==> config.mk <==
export PLATFORM = sky130hd
export DESIGN_NAME = inst_fetcher
export DESIGN_NICKNAME = d
export VERILOG_FILES = /design/src/rtl/inst_fetcher.sv
export SDC_FILE = /design/constraint.sdc
export NUM_CORES = 1
export LEC_CHECK = 0
export BUFFER_PORTS_ARGS = -buffer_cell sky130_fd_sc_hd__buf_2
export CAP_MARGIN = 20
export CORE_UTILIZATION = 49
export CTS_CLUSTER_DIAMETER = 100
export DETAILED_ROUTE_END_ITERATION = 6
export PLACE_DENSITY = 0.81
export SLEW_MARGIN = 20
export SYNTH_ARGS = -nofsm -noshare
export SYNTH_HDL_FRONTEND = slang
export SYNTH_SLANG_ARGS = --single-unit
==> constraint.sdc <==
create_clock -name clk_in -period 2.7 [get_ports clk_in]
set_input_delay 0.54 -clock clk_in [delete_from_list [all_inputs] [get_ports clk_in]]
set_output_delay 0.54 -clock clk_in [all_outputs]
set_load 0.01 [all_outputs]
==> src/rtl/inst_fetcher.sv <==
// rtl/inst_fetcher.sv - instruction fetch unit with next-PC prediction; BHT_EN selects the 2-bit counter table.
module inst_fetcher #(
    parameter logic [31:0] RESET_PC  = 32'h0000_0000,
    parameter int          BHT_IDX_W = 6
) (
    input  logic        clk_in,
    input  logic        rst_in,
    input  logic        rdy_in,
    output logic        mem_req,
    output logic [31:0] mem_addr,
    input  logic        mem_done,
    input  logic [31:0] mem_data,
    output logic        ins_ready,
    output logic [31:0] ins,
    output logic [31:0] pc,
    output logic [31:0] predict_nxt_pc,
    input  logic        IFetcher_stall,
    input  logic        IFetcher_clear,
    input  logic [31:0] IFetcher_new_addr,
    input  logic        rob_flush,
    input  logic [31:0] rob_flush_addr,
    input  logic        rob_br_valid,
    input  logic [31:0] rob_br_pc,
    input  logic        rob_br_taken
);

    localparam logic [6:0] OP_BRANCH = 7'b1100011;
    localparam logic [6:0] OP_JAL    = 7'b1101111;
    localparam logic [6:0] OP_JALR   = 7'b1100111;

    typedef enum logic [2:0] {
        S_IDLE,
        S_WAIT,
        S_HOLD,
        S_BLOCK,
        S_DRAIN
    } state_t;

    state_t      state, state_d;
    logic [31:0] fetch_pc, fetch_pc_d;
    logic        mem_req_d;
    logic [31:0] mem_addr_d;
    logic        ins_ready_d;
    logic [31:0] ins_d, pc_d, pred_d;

    logic        is_branch, is_jal, br_taken, pred_taken;
    logic [31:0] imm_b, imm_j, pred_next;

    assign is_branch = (mem_data[6:0] == OP_BRANCH);
    assign is_jal    = (mem_data[6:0] == OP_JAL);
    assign imm_b = {{19{mem_data[31]}}, mem_data[31], mem_data[7], mem_data[30:25],
                    mem_data[11:8], 1'b0};
    assign imm_j = {{11{mem_data[31]}}, mem_data[31], mem_data[19:12], mem_data[20],
                    mem_data[30:21], 1'b0};

`ifdef BHT_EN
    logic [1:0] bht [2**BHT_IDX_W];
    logic       unused_bht;

    assign br_taken   = bht[fetch_pc[BHT_IDX_W+1:2]][1];
    assign unused_bht = ^{rob_br_pc[31:BHT_IDX_W+2], rob_br_pc[1:0]};

    // Resolved branches train the table even while a flush is redirecting fetch.
    always_ff @(posedge clk_in or negedge rst_in) begin
        if (!rst_in) begin
            for (int i = 0; i < 2**BHT_IDX_W; i++) bht[i] <= 2'b01;
        end else if (rdy_in && rob_br_valid) begin
            if (rob_br_taken && bht[rob_br_pc[BHT_IDX_W+1:2]] != 2'b11)
                bht[rob_br_pc[BHT_IDX_W+1:2]] <= bht[rob_br_pc[BHT_IDX_W+1:2]] + 2'b01;
            else if (!rob_br_taken && bht[rob_br_pc[BHT_IDX_W+1:2]] != 2'b00)
                bht[rob_br_pc[BHT_IDX_W+1:2]] <= bht[rob_br_pc[BHT_IDX_W+1:2]] - 2'b01;
        end
    end
`else
    logic unused_bht;

    // Static rule: backward branches (negative offset) are predicted taken.
    assign br_taken   = mem_data[31];
    assign unused_bht = ^{rob_br_valid, rob_br_taken, rob_br_pc, (BHT_IDX_W > 0)};
`endif

    assign pred_taken = is_branch & br_taken;
    assign pred_next  = is_jal     ? fetch_pc + imm_j :
                        pred_taken ? fetch_pc + imm_b :
                                     fetch_pc + 32'd4;

    always_comb begin
        state_d     = state;
        fetch_pc_d  = fetch_pc;
        mem_req_d   = mem_req;
        mem_addr_d  = mem_addr;
        ins_ready_d = ins_ready;
        ins_d       = ins;
        pc_d        = pc;
        pred_d      = predict_nxt_pc;
        if (rob_flush || IFetcher_clear) begin
            ins_ready_d = 1'b0;
            fetch_pc_d  = rob_flush ? rob_flush_addr : IFetcher_new_addr;
            // An in-flight read must still complete; its data is thrown away in DRAIN.
            if ((state == S_WAIT || state == S_DRAIN) && !mem_done) begin
                state_d   = S_DRAIN;
                mem_req_d = 1'b1;
            end else begin
                state_d   = S_IDLE;
                mem_req_d = 1'b0;
            end
        end else begin
            case (state)
                S_IDLE: begin
                    mem_req_d  = 1'b1;
                    mem_addr_d = fetch_pc;
                    state_d    = S_WAIT;
                end
                S_WAIT: begin
                    if (mem_done) begin
                        mem_req_d   = 1'b0;
                        ins_d       = mem_data;
                        pc_d        = {fetch_pc[31:1], pred_taken};
                        pred_d      = pred_next;
                        ins_ready_d = 1'b1;
                        state_d     = S_HOLD;
                    end
                end
                S_HOLD: begin
                    if (!IFetcher_stall) begin
                        ins_ready_d = 1'b0;
                        if (ins[6:0] == OP_JALR) begin
                            state_d = S_BLOCK;
                        end else begin
                            fetch_pc_d = predict_nxt_pc;
                            state_d    = S_IDLE;
                        end
                    end
                end
                S_BLOCK: begin
                    state_d = S_BLOCK;
                end
                S_DRAIN: begin
                    if (mem_done) begin
                        mem_req_d = 1'b0;
                        state_d   = S_IDLE;
                    end
                end
                default: begin
                    state_d   = S_IDLE;
                    mem_req_d = 1'b0;
                end
            endcase
        end
    end

    always_ff @(posedge clk_in or negedge rst_in) begin
        if (!rst_in) begin
            state          <= S_IDLE;
            fetch_pc       <= RESET_PC;
            mem_req        <= 1'b0;
            mem_addr       <= 32'd0;
            ins_ready      <= 1'b0;
            ins            <= 32'd0;
            pc             <= 32'd0;
            predict_nxt_pc <= 32'd0;
        end else if (rdy_in) begin
            state          <= state_d;
            fetch_pc       <= fetch_pc_d;
            mem_req        <= mem_req_d;
            mem_addr       <= mem_addr_d;
            ins_ready      <= ins_ready_d;
            ins            <= ins_d;
            pc             <= pc_d;
            predict_nxt_pc <= pred_d;
        end
    end

endmodule

==> metrics, run 1 <==
run status complete, but fails checks; violations in the final reports setup timing; clock period minus final worst setup slack ~2.8 ns; dominant synthesized flop cell sky130_fd_sc_hd__dfrtp_1; Post-synth EDFFs 0; overall power of the completed layout 10.6 mW; total clock buffers created by CTS 17; Yosys warning count 0; detail-routed net length per standard cell approximately 18 µm; clock network fraction of total power 0.232; capturing element type of the critical path flip-flop; Final Max Slew Viols 0; Tightest Pin Transition 0.655 ns; share of cells above drive strength 1 0.328; Final setup viols 9; startpoint type of the worst setup path flip-flop; most crowded layer after global routing met2; number of iterations in the first detailed-routing pass 5; commonest non-fill, non-tap cells in the layout 296 x sky130_fd_sc_hd__nand2_1, 231 x sky130_fd_sc_hd__buf_2, 163 x sky130_fd_sc_hd__dfrtp_1; Routed Wire Length between 30000 and 40000 µm; die width around 150 µm; most common cell after layout, fill and taps aside sky130_fd_sc_hd__nand2_1; Final nets around 1800; post-placement cell count ~1900; count of state elements after synthesis around 170; power density over cell area 760 nW/µm²; start point of the critical path fetch_pc[7]; placed wire-length estimate after detailed placement between 20000 and 30000 µm; number of placement rows 53; setup repair after global routing missed its margin yes; MaxCap Viol Count 0; post-placement cell area about 13000 µm²; count of unresolved DRC violations after routing 0; number of cells traversed by the worst register-to-register path 12; Worst setup endpoint predict_nxt_pc[27]; GRT met1 Usage 0.371; count of input and output buffers between 200 and 250; via/cell ratio 5.69; startpoint of the most critical register-to-register path fetch_pc[7]; Net Count, Synth ~1400; Hold Path Class input port to async pin; part of the Yosys area used for sequential elements 0.394; synthesized instance count between 1000 and 1500; largest net degree at the start of global routing between 60 and 70; net load switching power about 4.2 mW; switching share of total power 0.390; relative slew slack 0.563; final-layout fill cell count about 1700; Fmax roughly 360 MHz; Root Buffer sky130_fd_sc_hd__clkbuf_16; clock tree from TritonCTS yes; crit share post-route 1.02; netlist area before placement 10500 µm²; number of global-route vias before repair 10500; initial standard-cell utilization of the core 0.498; proportion of register bits with asynchronous set or reset after synthesis 1.00; Worst EP arrival 3.09 ns; Hold Buf Count CTS 0; Peak VDD IR 509 µV; area of the die about 22000 µm²; Cell Int Power approximately 6.5 mW; end of the worst register-to-register path predict_nxt_pc[27]; M2 GR Usage 0.548; Setup CP Type flip-flop to flip-flop; antenna diode count 0; worst-case clock buffer depth 2; number of cells in the finished layout apart from fillers approximately 1900; worst clock skew on the final layout approximately 0.012 ns; Die Ht between 100 and 150 µm; violation count after the first detailed-route iteration roughly 670; count of boundary I/O pins 267; CTS clk-pin slew, worst paths approximately 0.080 ns; Hold Vio Cnt, Final 0; sequential fraction of design power 0.362; Syn Area/Cell ~8.3 µm²; leakage power between 7 and 8 nW; Sinks on Clock Net 165; required time of the critical path about 3 ns; reg-to-reg slack, setup -0.07 ns; floorplan core area between 20000 and 25000 µm²; layout-stage area growth over the synthesis result 33.8%; Routability Congestion slightly below 1; via count approximately 11000; Clock Latency Late Sink ~0.44 ns; synth unique cells between 60 and 70; critical-path maximum fanout 6; wire length of the first global-routing pass about 54000 µm; DRT antenna net count 0; antenna violations before repair 0; met3 layer usage reported by global route 0.0472; Worst Slack Setup Final -0.0666 ns; gr ovfl total 0; final std cell area, no fill about 14000 µm²; H-tree levels 4; part of the power in combinational logic 0.406; overall global routing resource usage 0.315
-- cell type report --
type / count / area (µm²) / share of cell area
Timing Repair Buffer: 402 / 2530 / 0.181
Clock buffer: 17 / 425 / 0.0304
Multi-Input combinational cell: 1009 / 6340 / 0.452
Inverter: 15 / 56.3 / 0.00402
Clock inverter: 15 / 186 / 0.0133
Tap cell: 275 / 344 / 0.0246
Sequential cell: 165 / 4130 / 0.295
-- critical path, stage by stage, from the launching register on --
cell	delay [ns]
sky130_fd_sc_hd__dfrtp_1	0.44
sky130_fd_sc_hd__ha_1	0.35
sky130_fd_sc_hd__buf_4	0.15
sky130_fd_sc_hd__o21ai_0	0.10
sky130_fd_sc_hd__nand2b_1	0.18
sky130_fd_sc_hd__nand3_2	0.15
sky130_fd_sc_hd__o311a_4	0.42
sky130_fd_sc_hd__a31oi_4	0.19
sky130_fd_sc_hd__buf_6	0.14
sky130_fd_sc_hd__o21ai_2	0.05
sky130_fd_sc_hd__xor2_1	0.16
sky130_fd_sc_hd__o221ai_1	0.13
sky130_fd_sc_hd__o22a_1	0.17
-- worst min path at each step --
stage	start	to	cells past startpoint
4_1_cts	rst_in	pc[27]	1
2_1_floorplan	rst_in	fetch_pc[0]	0
6_report	rst_in	predict_nxt_pc[23]	1
3_5_place_dp	ins[20]	ins[20]	2
5_1_grt	rst_in	mem_req	1
3_3_place_gp	ins[14]	ins[14]	2
-- per-layer routing --
metal / share of wire / vias up
met1: 0.39 / 5137
met3: 0.055 / 115
met4: 0.055 / 0
met2: 0.50 / 414
li1: - / 5134
met5: 0 / -
-- repair_timing --
item                                    in CTS  in global routing
hold endpoints to repair                     0                  0
resized for setup                           23                 36
endpoints found under the setup margin      15                 19
pin swaps                                   11                 30
buffers inserted                             3                  3
-- cell usage after synthesis, types with 22 or more instances --
cell,number,share of area
sky130_fd_sc_hd__xor2_1,22,0.018
sky130_fd_sc_hd__mux2_2,30,0.032
sky130_fd_sc_hd__xnor2_1,39,0.033
sky130_fd_sc_hd__nor2_1,98,0.035
sky130_fd_sc_hd__nand2_1,296,0.11
sky130_fd_sc_hd__nor3_1,24,0.011
sky130_fd_sc_hd__a21oi_1,101,0.048
sky130_fd_sc_hd__nand3_1,22,0.011
sky130_fd_sc_hd__clkbuf_1,61,0.022
sky130_fd_sc_hd__ha_1,44,0.053
sky130_fd_sc_hd__mux2i_1,37,0.035
sky130_fd_sc_hd__dfrtp_1,165,0.39
sky130_fd_sc_hd__o21ai_0,96,0.046
-- state kept, by name, indices dropped and copies added (netlist names) --
name,cells
state,3
mem_req,1
fetch_pc,32
ins,32
pc,32
ins_ready,1
predict_nxt_pc,32
mem_addr,32
-- power groups by stage --
stage          registers [mW]  logic [mW]  clock network (mW)
2_1_floorplan            4.10        1.91                   0
3_3_place_gp             3.85        4.02                   0
3_5_place_dp             3.87        4.13                   0
4_1_cts                  3.84        4.21                2.51
5_1_grt                  3.92        4.72                2.60
6_report                 3.85        4.32                2.48
-- logic make-up (layout without fill, tap and decap cells) --
group           Yosys count  in the layout  share of synthesized area
fa+ha+maj                46             46                     0.0564
xor+xnor                 61             61                     0.0510
flops                   165            165                      0.394
buf+inv                  88            449                     0.0320
mux                      67             67                     0.0676
simple gates            511            511                      0.208
compound gates          324            324                      0.191
-- stage by stage --
stage	setup TNS [ns]	setup WS (ns)	hold slack, ns	utilization
after floorplan	-0.0398	-0.0212	0.244	-
after global placement	-3.96	-0.341	0.454	0.622
after detailed placement	-4.56	-0.367	0.457	0.622
after CTS	-0.326	-0.0667	0.0658	0.658
after global routing	-1.95	-0.164	0.0815	0.667
final	-0.343	-0.0666	0.0609	0.667
Power figures use the tool's default switching activity.
==> inputs of run 2 (changes only) <==
--- a/config.mk
+++ b/config.mk
@@ -5,9 +5,10 @@
 export SDC_FILE = /design/constraint.sdc
 export NUM_CORES = 1
 export LEC_CHECK = 0
+export ABC_AREA = 1
 export BUFFER_PORTS_ARGS = -buffer_cell sky130_fd_sc_hd__buf_2
 export CAP_MARGIN = 20
-export CORE_UTILIZATION = 49
+export CORE_UTILIZATION = 50
 export CTS_CLUSTER_DIAMETER = 100
 export DETAILED_ROUTE_END_ITERATION = 6
 export PLACE_DENSITY = 0.81
==> metrics, run 2 <==
run status complete, but fails checks; violations in the final reports DRC; synthesized instance count around 1800; relative slew slack 0.446; DRT antenna net count 0; fraction of synthesized cell area taken by the top area cell type 0.353; Peak VDD IR between 300 and 400 µV; violation count after the first detailed-route iteration 1182; post-placement cell count about 2300; netlist area before placement around 12000 µm²; layout-stage area growth over the synthesis result 22.3%; antenna diode count 0; number of cells in the finished layout apart from fillers approximately 2400; synth unique cells 44; most instantiated cells after synthesis 595 x sky130_fd_sc_hd__nand2_1, 214 x sky130_fd_sc_hd__inv_1, 165 x sky130_fd_sc_hd__dfrtp_1; Final Max Slew Viols 0; share of cells above drive strength 1 0.183; required time of the critical path slightly above 3 ns; commonest non-fill, non-tap cells in the layout 594 x sky130_fd_sc_hd__nand2_1, 231 x sky130_fd_sc_hd__buf_2, 212 x sky130_fd_sc_hd__inv_1; CTS clk-pin slew, worst paths around 0.08 ns; proportion of register bits with asynchronous set or reset after synthesis 1.00; Net Count, Synth a little under 2000; Final nets approximately 2200; count of input and output buffers roughly 230; setup repair after global routing missed its margin no; Clock Latency Late Sink ~0.44 ns; dominant synthesized flop cell sky130_fd_sc_hd__dfrtp_1; CP bufs+invs 0; part of the power in combinational logic 0.397; clock period minus final worst setup slack roughly 2.6 ns; number of placement rows 55; Sinks on Clock Net about 170; Worst EP arrival around 2.9 ns; startpoint type of the worst setup path flip-flop; Routed Wire Length approximately 43000 µm; count of state elements after synthesis roughly 170; MaxCap Viol Count 0; Hold Vio Cnt, Final 0; Routability Congestion 0.960; overall power of the completed layout approximately 10 mW; capturing element type of the critical path flip-flop; setup_tns 0 ns; largest net degree at the start of global routing about 120; Die Ht between 150 and 200 µm; worst-case clock buffer depth 2; antenna violations before repair 0; post-layout util 0.629; area of the multi-input gates 6510 µm²; sequential cell area just over 4000 µm²; number of global-route vias before repair 12100; H-tree levels 4; total clock buffers created by CTS 17; chain of cells forming the critical path ha_1, a21oi_1, o21ai_0, a21oi_1, nand4_1, nand3_1, nand2_1, a21oi_1, nor2_1; power density over cell area between 700 and 800 nW/µm²; Yosys warning count 0; most instantiated library cell after synthesis sky130_fd_sc_hd__nand2_1; Tightest Pin Transition around 0.83 ns; via count approximately 13000; net load switching power ~4.3 mW; Root Buffer sky130_fd_sc_hd__clkbuf_16; part of the Yosys area used for sequential elements 0.353; Hold Path Class input port to async pin; worst clock skew on the final layout between 0.015 and 0.02 ns; die width about 160 µm; Cell Int Power just under 6 mW; Synth area leaders sky130_fd_sc_hd__dfrtp_1 35%, sky130_fd_sc_hd__nand2_1 19%, sky130_fd_sc_hd__inv_1 6.9%; Final setup viols 0; count of boundary I/O pins roughly 270; wire length of the first global-routing pass around 66000 µm; Setup CP Type flip-flop to flip-flop; Syn Area/Cell around 6.6 µm²; kind of cell adding the most delay to the critical path compound AO/OA/AOI/OAI gates; switching share of total power 0.421; Post-synth EDFFs 0; overall global routing resource usage 0.362; leakage power about 7.8 nW; floorplan core area around 23000 µm²; final-layout fill cell count about 2200; pre-CTS worst setup slack -0.0245 ns; placed wire-length estimate after detailed placement roughly 34000 µm; critical-path maximum fanout 5; area of the die 24000 µm²; most common cell after layout, fill and taps aside sky130_fd_sc_hd__nand2_1; via/cell ratio 5.54; Worst path slowest cell sky130_fd_sc_hd__dfrtp_1; longest individual stage delay on the worst path 0.59 ns; number of iterations in the first detailed-routing pass 7; clock network fraction of total power 0.242; Worst Slack Setup Final between 0.1 and 0.15 ns; crit share post-route 0.962; initial standard-cell utilization of the core 0.514; detail-routed net length per standard cell approximately 18 µm; library cell appearing most often on the critical path sky130_fd_sc_hd__a21oi_1; count of unresolved DRC violations after routing 1; gr ovfl total 0; sequential fraction of design power 0.361; Fmax between 300 and 400 MHz; clock tree from TritonCTS yes; top cell type by total area after synthesis sky130_fd_sc_hd__dfrtp_1
==> run 2: cell count changes after synthesis, moves of 37 or more <==
cell	before	now
sky130_fd_sc_hd__nand2_1	296	595
sky130_fd_sc_hd__inv_1	15	214
sky130_fd_sc_hd__nand3_1	22	113
sky130_fd_sc_hd__o211ai_1	9	67
sky130_fd_sc_hd__o21ai_0	96	151
sky130_fd_sc_hd__mux2i_1	37	0
sky130_fd_sc_hd__nor2_1	98	135
==> run 2: worst reg2reg max path, stage by stage, from the launching register on <==
cell	delay, ns
sky130_fd_sc_hd__dfrtp_1	0.59
sky130_fd_sc_hd__ha_1	0.40
sky130_fd_sc_hd__a21oi_1	0.22
sky130_fd_sc_hd__o21ai_0	0.17
sky130_fd_sc_hd__a21oi_1	0.39
sky130_fd_sc_hd__nand4_1	0.14
sky130_fd_sc_hd__nand3_1	0.25
sky130_fd_sc_hd__nand2_1	0.11
sky130_fd_sc_hd__a21oi_1	0.16
sky130_fd_sc_hd__nor2_1	0.05
==> run 2: metal layers <==
| metal | routed length (µm) | global-route usage |
|---|---|---|
| met5 | 0 | 0 |
| met4 | 1200 | 0.114 |
| met3 | 3530 | 0.0560 |
| met2 | 19600 | 0.583 |
| met1 | 18700 | 0.500 |
==> run 2: kinds of logic (layout without fill, tap and decap cells) <==
kind of cell	count (synthesis)	count (layout)	synth area share
AO/OA/AOI/OAI	343	343	0.168
XOR/XNOR	21	21	0.0157
adder cells (fa/ha/maj)	46	46	0.0504
buffers and inverters	277	573	0.0931
flip-flops	165	165	0.353
AND/OR/NAND/NOR	911	911	0.320
==> run 2: metrics by stage <==
step / hold WS, ns / instance area (µm²)
3_5_place_dp: 0.464 / 13700
5_1_grt: 0.103 / 14300
4_1_cts: 0.0807 / 14300
2_1_floorplan: 0.244 / 11700
3_3_place_gp: 0.458 / 13700
6_report: 0.0626 / 14300
==> run 2: timing repair <==
item | 4_1_cts | 5_1_grt
hold buffers | 0 | 0
setup endpoints to repair | 0 | 6
setup buffers | 0 | 0
gates resized for setup | 0 | 2
==> run 2: path summary, 6_finish.rpt <==
path,end,slack [ns],startpoint,cells past startpoint
max in group asynchronous,ins[0],1.95,rst_in,2
min reg2reg,mem_addr[6],0.48,mem_addr[6],2
min in group clk_in,ins[5],0.32,mem_data[5],3
min,mem_addr[15],0.06,rst_in,1
max,predict_nxt_pc[18],0.10,fetch_pc[13],9
max reg2reg,predict_nxt_pc[18],0.10,fetch_pc[13],9
==> run 2: final cells by class <==
class,instances,share of cell area
multi-input cells,1321,0.454
well taps,313,0.0273
inverters,219,0.0574
repair buffers,322,0.132
clock inverters,14,0.0106
clock buffers,18,0.0307
flip-flops and latches,165,0.288
==> run 2: power by group through the flow <==
stage	sequential, mW	clock (mW)	combinational, mW
after floorplan	3.82	0	2.02
final	3.68	2.47	4.05
after global placement	3.67	0	3.91
after detailed placement	3.68	0	4.00
after global routing	3.73	2.58	4.50
after CTS	3.65	2.49	4.02
==> inputs of run 3 (changes only) <==
--- a/config.mk
+++ b/config.mk
@@ -8,10 +8,10 @@
 export ABC_AREA = 1
 export BUFFER_PORTS_ARGS = -buffer_cell sky130_fd_sc_hd__buf_2
 export CAP_MARGIN = 20
-export CORE_UTILIZATION = 50
+export CORE_UTILIZATION = 60
 export CTS_CLUSTER_DIAMETER = 100
 export DETAILED_ROUTE_END_ITERATION = 6
-export PLACE_DENSITY = 0.81
+export PLACE_DENSITY = 0.9
 export SLEW_MARGIN = 20
 export SYNTH_ARGS = -nofsm -noshare
 export SYNTH_HDL_FRONTEND = slang
==> constraint.sdc (replaced) <==
create_clock -name clk_in -period 3.33 [get_ports clk_in]
set_input_delay 0.666 -clock clk_in [delete_from_list [all_inputs] [get_ports clk_in]]
set_output_delay 0.666 -clock clk_in [all_outputs]
set_load 0.01 [all_outputs]
==> metrics, run 3 (synthesized netlist as in run 2, its figures left out) <==
required time of the critical path about 3.7 ns; largest net degree at the start of global routing 91; H-tree levels 4; violation count after the first detailed-route iteration between 1000 and 1500; relative slew slack 0.411; Clock Latency Late Sink about 0.44 ns; Resized Gates After CTS 0; layout-stage area growth over the synthesis result 17.4%; antenna violations before repair 0; Cell Int Power about 4.6 mW; Root Buffer sky130_fd_sc_hd__clkbuf_16; sequential fraction of design power 0.371; share of cells above drive strength 1 0.154; Hold Path Class input port to async pin; via count approximately 13000; number of placement rows 50; Worst EP arrival roughly 3 ns; Sinks on Clock Net 165; Fmax approximately 380 MHz; Setup CP Type flip-flop to flip-flop; clock tree from TritonCTS yes; crit share post-route 0.793; count of unresolved DRC violations after routing 0; area of the die roughly 20000 µm²; power density over cell area approximately 600 nW/µm²; post-layout util 0.727; Die Ht between 100 and 150 µm; detail-routed net length per standard cell around 19 µm; count of input and output buffers about 230; setup repair after global routing missed its margin no; part of the power in combinational logic 0.385; capturing element type of the critical path flip-flop; most common cell after layout, fill and taps aside sky130_fd_sc_hd__nand2_1; Final nets approximately 2200; net load switching power 3.49 mW; worst clock skew on the final layout ~0.013 ns; Tightest Pin Transition 0.884 ns; switching share of total power 0.430; Final Max Slew Viols 0; run status completed; Hold Buf Count CTS 0; wire length of the first global-routing pass between 60000 and 70000 µm; count of boundary I/O pins ~270; overall power of the completed layout roughly 8 mW; commonest non-fill, non-tap cells in the layout 594 x sky130_fd_sc_hd__nand2_1, 231 x sky130_fd_sc_hd__buf_2, 213 x sky130_fd_sc_hd__inv_1; CTS clk-pin slew, worst paths 0.08 ns; number of iterations in the first detailed-routing pass 6; startpoint type of the worst setup path flip-flop; MaxCap Viol Count 0; Routability Congestion just over 1; antenna diode count 0; floorplan core area ~19000 µm²; DRT antenna net count 0; number of global-route vias before repair 12400; overall global routing resource usage 0.437; number of buffers inserted to repair setup after CTS 0; clock period minus final worst setup slack between 2 and 3 ns; gr ovfl total 0; total clock buffers created by CTS 17; Hold Vio Cnt, Final 0; die width 142 µm; via/cell ratio 5.92; critical-path maximum fanout 6; Routed Wire Length approximately 43000 µm; Peak VDD IR approximately 350 µV; clock network fraction of total power 0.244; placed wire-length estimate after detailed placement 32300 µm; initial standard-cell utilization of the core 0.620; worst-case clock buffer depth 2; leakage power between 7 and 8 nW; Final setup viols 0; setup_tns 0 ns
## run 3: changes by cell type in the layout (fill, tap and decap cells not counted), sizes merged
cell      previous run  this run
buf                322       253
clkbuf              18        17
clkinv               5         6
clkinvlp             1         2
inv                227       226
## run 3: critical path, cell delays in order, from the launching register on
cell                      delay [ns]
sky130_fd_sc_hd__dfrtp_1        0.49
sky130_fd_sc_hd__ha_1           0.45
sky130_fd_sc_hd__nand2_1        0.14
sky130_fd_sc_hd__nor2_1         0.38
sky130_fd_sc_hd__and2_1         0.25
sky130_fd_sc_hd__nand4_1        0.13
sky130_fd_sc_hd__nand3_1        0.11
sky130_fd_sc_hd__nand2_1        0.06
sky130_fd_sc_hd__nand3_1        0.16
sky130_fd_sc_hd__nand2_1        0.14
sky130_fd_sc_hd__a21oi_1        0.17
sky130_fd_sc_hd__nor2_1         0.05
## run 3: path summary, 6_finish.rpt
| check | start | endpoint | slack [ns] | depth (start not counted) |
|---|---|---|---|---|
| setup / recovery | fetch_pc[16] | predict_nxt_pc[18] | 0.69 | 11 |
| hold / removal | rst_in | mem_addr[12] | 0.22 | 1 |
| setup reg to reg | fetch_pc[16] | predict_nxt_pc[18] | 0.69 | 11 |
| hold reg to reg | ins[14] | ins[14] | 0.47 | 2 |
| max in group asynchronous | rst_in | predict_nxt_pc[29] | 2.40 | 2 |
| min in group clk_in | mem_data[8] | ins[8] | 0.45 | 3 |
## run 3: cell type report
type | instances | area [µm²]
inverters | 219 | 822
multi-input cells | 1321 | 6510
repair buffers | 253 | 1380
clock buffers | 17 | 425
clock inverters | 15 | 160
well taps | 260 | 325
fillers | 1604 | 5150
flip-flops and latches | 165 | 4130
## run 3: per-layer routing
metal / vias up / GRT usage / part of all wire
met2: 813 / 0.686 / 0.44
met5: - / 0 / 0
met1: 6165 / 0.573 / 0.40
met4: 0 / 0.225 / 0.051
li1: 6185 / - / -
met3: 147 / 0.0898 / 0.11
## run 3: per-stage QoR
| stage | cell area, µm² | hold WS [ns] | cells | setup WS, ns |
|---|---|---|---|---|
| floorplan | 11700 | 0.370 | 1763 | 1.06 |
| global placement | 13100 | 0.457 | 2217 | 0.384 |
| detailed placement | 13100 | 0.460 | 2217 | 0.385 |
| CTS | 13700 | 0.242 | 2249 | 0.734 |
| global route | 13700 | 0.277 | 2250 | 0.524 |
| finish | 13700 | 0.216 | 2250 | 0.688 |
## run 3: power groups by stage
stage,Sequential [mW],Combinational [mW],Clock [mW]
detailed placement,2.99,3.01,0
CTS,2.97,3.06,1.98
global route,3.05,3.45,2.06
global placement,2.98,2.93,0
finish,3.01,3.12,1.98
floorplan,3.10,1.64,0
